`config.mk`:
```
export PLATFORM = sky130hd
export DESIGN_NAME = adder_sum_accumulator
export DESIGN_NICKNAME = d
export VERILOG_FILES = /design/src/rtl/adder_sum_accumulator.sv
export SDC_FILE = /design/constraint.sdc
export NUM_CORES = 1
export LEC_CHECK = 0
export CORE_ASPECT_RATIO = 2
export CORE_MARGIN = 2
export CORE_UTILIZATION = 25
export DETAILED_ROUTE_END_ITERATION = 8
export PLACE_DENSITY = 0.52
export SLEW_MARGIN = 20
export SYNTH_ARGS = -nofsm -noshare
export SYNTH_HDL_FRONTEND = slang
export SYNTH_SLANG_ARGS = --single-unit
export TNS_END_PERCENT = 5
```
`constraint.sdc`:
```
create_clock -name clk -period 2.4 [get_ports clk]
set_input_delay 0.48 -clock clk [delete_from_list [all_inputs] [get_ports clk]]
set_output_delay 0.48 -clock clk [all_outputs]
set_load 0.01 [all_outputs]
```
`src/rtl/adder_sum_accumulator.sv`:
```
// Burst accumulator behind the ripple-carry adder: sums LEN unsigned words
// into a wider register and holds the total plus a sticky overflow flag until accepted.
module adder_sum_accumulator #(
  parameter int N     = 4,
  parameter int ACC_W = 8,
  parameter int CNT_W = 4
) (
  input  logic             clk,
  input  logic             rst_n,
  input  logic             start,
  input  logic [CNT_W-1:0] len,
  input  logic             in_valid,
  input  logic [N:0]       in_sum,
  output logic             in_ready,
  output logic             out_valid,
  input  logic             out_ready,
  output logic [ACC_W-1:0] out_acc,
  output logic             out_ovf,
  output logic             busy
);

  localparam logic [1:0] IDLE  = 2'd0;
  localparam logic [1:0] ACCUM = 2'd1;
  localparam logic [1:0] DONE  = 2'd2;

  localparam logic [CNT_W-1:0] CNT_ONE = {{(CNT_W-1){1'b0}}, 1'b1};

  logic [1:0]       state_q, state_d;
  logic [ACC_W-1:0] acc_q, acc_d;
  logic             ovf_q, ovf_d;
  logic [CNT_W-1:0] rem_q, rem_d;

  logic             xfer;
  logic [ACC_W:0]   sum_w;

  // in_ready depends on state alone, so it never combinationally follows in_valid.
  assign in_ready  = (state_q == ACCUM);
  assign out_valid = (state_q == DONE);
  assign busy      = (state_q != IDLE);
  assign out_acc   = acc_q;
  assign out_ovf   = ovf_q;

  assign xfer  = in_valid & in_ready;
  // The extra top bit catches the carry out of the accumulator width.
  assign sum_w = {1'b0, acc_q} + {{(ACC_W-N){1'b0}}, in_sum};

  always_comb begin
    // NOTE: every variable gets a default first so no path leaves it unassigned (no latches).
    state_d = state_q;
    acc_d   = acc_q;
    ovf_d   = ovf_q;
    rem_d   = rem_q;
    case (state_q)
      IDLE: begin
        if (start) begin
          acc_d   = '0;
          ovf_d   = 1'b0;
          rem_d   = len;
          state_d = (len == '0) ? DONE : ACCUM;
        end
      end
      ACCUM: begin
        if (xfer) begin
          acc_d = sum_w[ACC_W-1:0];
          ovf_d = ovf_q | sum_w[ACC_W];
          rem_d = rem_q - CNT_ONE;
          if (rem_q == CNT_ONE) state_d = DONE;
        end
      end
      DONE: begin
        if (out_ready) state_d = IDLE;
      end
      default: state_d = IDLE;
    endcase
  end

  // NOTE: sequential state uses non-blocking assignments so all registers update together.
  always_ff @(posedge clk or negedge rst_n) begin
    if (!rst_n) begin
      state_q <= IDLE;
      acc_q   <= '0;
      ovf_q   <= 1'b0;
      rem_q   <= '0;
    end else begin
      state_q <= state_d;
      acc_q   <= acc_d;
      ovf_q   <= ovf_d;
      rem_q   <= rem_d;
    end
  end

endmodule

```
* After elaboration in Yosys (flattened, before gate mapping)
Cells that the tools add are included. W data, S select, Z words.
Operators by class: equality and inequality tests 7, $add $sub $neg 2, reductions and logical operators 6, muxes and demuxes 15, bitwise operators 2
Operators with widths (count):
- $mux W8 | 2
- $pmux W8 S2 | 1
- $mux W2 | 5
- $add A8 B5 Y9 | 1
- $mux W4 | 2
- $pmux W4 S2 | 1
- $ne A2 B1 Y1 const B | 3
- $pmux W2 S3 | 1
- $eq A4 B1 Y1 const B | 1
- $logic_not A4 Y1 | 1
- $reduce_and A4 Y1 | 1
- $reduce_bool A2 Y1 | 2
- $sub A4 B1 Y4 const B | 1
- $reduce_and A3 Y1 | 1
- $eq A2 B1 Y1 const B | 1
- $eq A2 B2 Y1 const B | 1
- $logic_not A2 Y1 | 1
- $mux W1 | 2
- $ne A2 B2 Y1 const B | 1
- $pmux W1 S2 | 1
- $and A1 B1 Y1 | 1
- $or A1 B1 Y1 | 1
Storage, ports and cells: logic and storage cells 36, register bits 15, input bits 14, output and inout port bits 12

* Longest topological paths before layout
word-level depth 4, gate-level depth with buffers 6, depth with buffers taken out 6

* Worst setup path after synthesis
OpenSTA, ideal clock, no wires.
path type input port to flip-flop, start point in in_sum[0], end point reg acc_q[6] (netlist: out_acc[6]), setup slack 635 ps, path buffers 0, library setup time 120 ps, required time 2280 ps, arrival 1645 ps, stages on the path 5, cells stage by stage ha_1 fa_1 a211oi_1 o21bai_1 a41o_1
Between the ends: longest elaborated chain between the ends 3
Ends and longest elaborated chain:
- start, declared | RTL line 13 | input logic [N:0] in_sum,
- $add A8 B5 Y9 | RTL line 45 | assign sum_w = {1'b0, acc_q} + {{(ACC_W-N){1'b0}}, in_sum};
- $mux W8 | RTL line 63 | if (xfer) begin
- $pmux W8 S2 | RTL line 53 | case (state_q)
- end signal, assigned | RTL line 81 | acc_q <= '0;
- end signal, assigned | RTL line 86 | acc_q <= acc_d;
- end, declared | RTL line 29 | logic [ACC_W-1:0] acc_q, acc_d;
No other way between the ends. The select of a mux whose other input is x is not followed. A chain may end at the register's enable or synchronous reset.

* Worst setup path in the final report
start point reg state_q[1], end point out in_ready
Between the ends: longest elaborated chain between the ends 1
Ends and longest elaborated chain:
- start, declared | RTL line 28 | logic [1:0] state_q, state_d;
- start signal, assigned | RTL line 85 | state_q <= state_d;
- $eq A2 B1 Y1 | RTL line 37 | assign in_ready = (state_q == ACCUM);
- end, declared | RTL line 14 | output logic in_ready,
No other way between the ends.

==> flow_summary.json <==
{
  "hp-start": "out_acc[7]",
  "wl_mm": 2.20,
  "worstSetupEndpoint": "in_ready",
  "syn2layout_area_growth_pct": 37.1,
  "grtUsageTotal_pct": 11.8,
  "avgRoutedWirePerCell_um": 12.3,
  "die_w_um": 47.9,
  "setup_tns_ns": 0,
  "synth_cell_types": 42,
  "ioPinCount": 26,
  "dp_hpwl_mm": 1.70,
  "postCtsSetupRepairBufs": 0,
  "synth_edf_count": 0,
  "syn_area_per_cell_um2": 9.84,
  "r2r-end": "out_ovf",
  "mostFrequentLayoutCells": "clkdlybuf4s50_1 (25), dfrtp_1 (15), nand2_1 (9), ha_1 (7), o21ai_1 (6)",
  "overflow": 0,
  "first_iter_violations": 11,
  "finalCritPeriodShare_pct": 86.7,
  "crit_required_ns": 1.92,
  "drc_errors": 0,
  "drive_gt1_share_pct": 7.87,
  "synth-main-ff-cell": "dfrtp_1",
  "dieArea_um2": 4400,
  "start_util_pct": 25.6,
  "place.gp.congestion": 0.696,
  "ff2ff_path_depth": 6,
  "insertion_delay_ns": 0.25,
  "r2r_setup_slack_ns": 0.62,
  "grt_antenna_before_repair": 0,
  "first_pass_iters": 4,
  "diodes": 0,
  "tightestPinTransition_ns": 0.365,
  "numCtsBuffers": 3,
  "grt_pass1_vias": 856,
  "synth_cells": 98,
  "crit_arrival_ns": 1.60,
  "fill_cells": 409,
  "p_leak_nw": 0.561,
  "max_cap_violations": 0,
  "ys_ff_latch": 15,
  "rows": 32,
  "yosysTopAreaCellShare_pct": 38.9,
  "ir_drop_mv": 0.510,
  "design_area_um2": 1320,
  "cts_resized": 0,
  "cp-startpoint": "state_q[1]",
  "async_reset_ff_share_pct": 100,
  "power_density_nw_per_um2": 1100,
  "period_needed_ns": 2.08,
  "max_freq_mhz": 481,
  "critPathKind": "reg -> out",
  "nets": 150,
  "status": "finished, final reports clean",
  "synth_area_leaders": "dfrtp_1 (39%), ha_1 (9.1%), nand2_1 (3.5%)",
  "dieHeight_um": 91.9,
  "grt_pass1_wl_mm": 3.88,
  "slew_violations": 0,
  "grt_max_degree": 16,
  "path_clk_slew_ns": 0.06,
  "root_buffer": "clkbuf_8",
  "cts_buffer_depth": 2,
  "via_count": 834,
  "ys_warn_count": 0,
  "yosysSeqAreaShare_pct": 38.9,
  "syn-num-nets": 120,
  "relSlewSlack_pct": 75.6,
  "placed_area_um2": 1280,
  "avgViaCountPerCell": 4.69,
  "cts.sinks": 15,
  "setup_violations": 0,
  "hold_path.class": "reg -> reg",
  "crit_path_end_kind": "output pin",
  "clock-skew-final_ns": 0.00231,
  "io_buffers": 25,
  "rsz0062_at_grt": "false",
  "synth_area_um2": 965,
  "yosys.area.top_type": "dfrtp_1",
  "final-hold-violation-count": 0,
  "layout_commonest_cell": "clkdlybuf4s50_1",
  "cp-start-kind": "flop",
  "core_area_um2": 3760,
  "htree_levels": 1,
  "holdBufCountCts": 0,
  "cts_tree": "built",
  "cp_max_fo": 9,
  "ant_nets": 0,
  "worst_r2r_startpoint": "out_acc[0]"
}
-- per-stage QoR --
stage | hold slack, ns | util, % | cells | total power [mW] | setup slack [ns]
CTS | 0.514 | 35.1 | 178 | 1.48 | 0.300
global placement | 0.490 | 33.9 | 174 | 1.26 | 0.130
finish | 0.508 | 35.1 | 178 | 1.46 | 0.319
detailed placement | 0.501 | 33.9 | 174 | 1.26 | 0.115
global route | 0.533 | 35.1 | 178 | 1.61 | 0.222
floorplan | 0.184 | - | 98 | 0.979 | 0.635
-- Yosys cell counts, drive strengths merged (2+ instances only) --
master,number
dfrtp,15
nand2,10
o21ai,8
ha,7
a21oi,5
inv,5
nand3,4
nor2,4
a31oi,3
nand2b,3
a21o,2
a32o,2
buf,2
mux2i,2
nor3,2
nor3b,2
o211ai,2
xor2,2
-- flip-flops by register name, indices dropped and copies added, names as in the netlist --
signal / cells
out_acc: 8
state_q: 2
out_ovf: 1
rem_q: 4
-- power breakdown --
group          total [mW]  switching [mW]  internal [mW]
clock               0.211          0.0928          0.118
sequential          0.451           0.102          0.349
combinational       0.794           0.404          0.390
total                1.46           0.599          0.857
-- worst min-delay path by stage --
stage	end	slack [ns]	depth (start not counted)
after global placement	out_acc[7]	0.49	1
after global routing	out_acc[7]	0.53	1
final	out_acc[7]	0.51	1
after detailed placement	out_acc[7]	0.50	1
after CTS	out_acc[7]	0.51	1
after floorplan	out_acc[0]	0.18	0
-- layer usage --
metal  vias up  track usage [%]  routed length, µm
met5         -                0                  0
met4         0             5.41                 36
met3         4             2.56                120
met2        23             16.7               1030
met1       387             16.5               1010
li1        420                -                  -
-- logic make-up after synthesis --
logic type | count (synthesis) | share of synthesized area, %
adders and majority gates | 8 | 11.2
AOI/OAI and AO/OA | 31 | 22.4
and+or+nand+nor | 31 | 17.6
muxes | 3 | 3.24
xor gates and xnor gates | 3 | 2.72
DFF | 15 | 38.9
buffers and inverters | 7 | 3.89
-- worst max-delay path: stages, from the launching register on --
cell and delay, ns:
dfrtp_1 0.45, nand2b_1 0.22, inv_4 0.13, clkdlybuf4s50_1 0.55
-- area by class of cell --
type                       count  area (µm²)  share of cell area, %
timing repair buffer          27         265                   20.1
sequential                    15         375                   28.4
multi-input combinational     76         552                   41.7
clock buffer                   4        45.0                   3.41
tap                           51        63.8                   4.82
inverter                       5        21.3                   1.61
No activity file was read; power rests on OpenSTA's default activity.
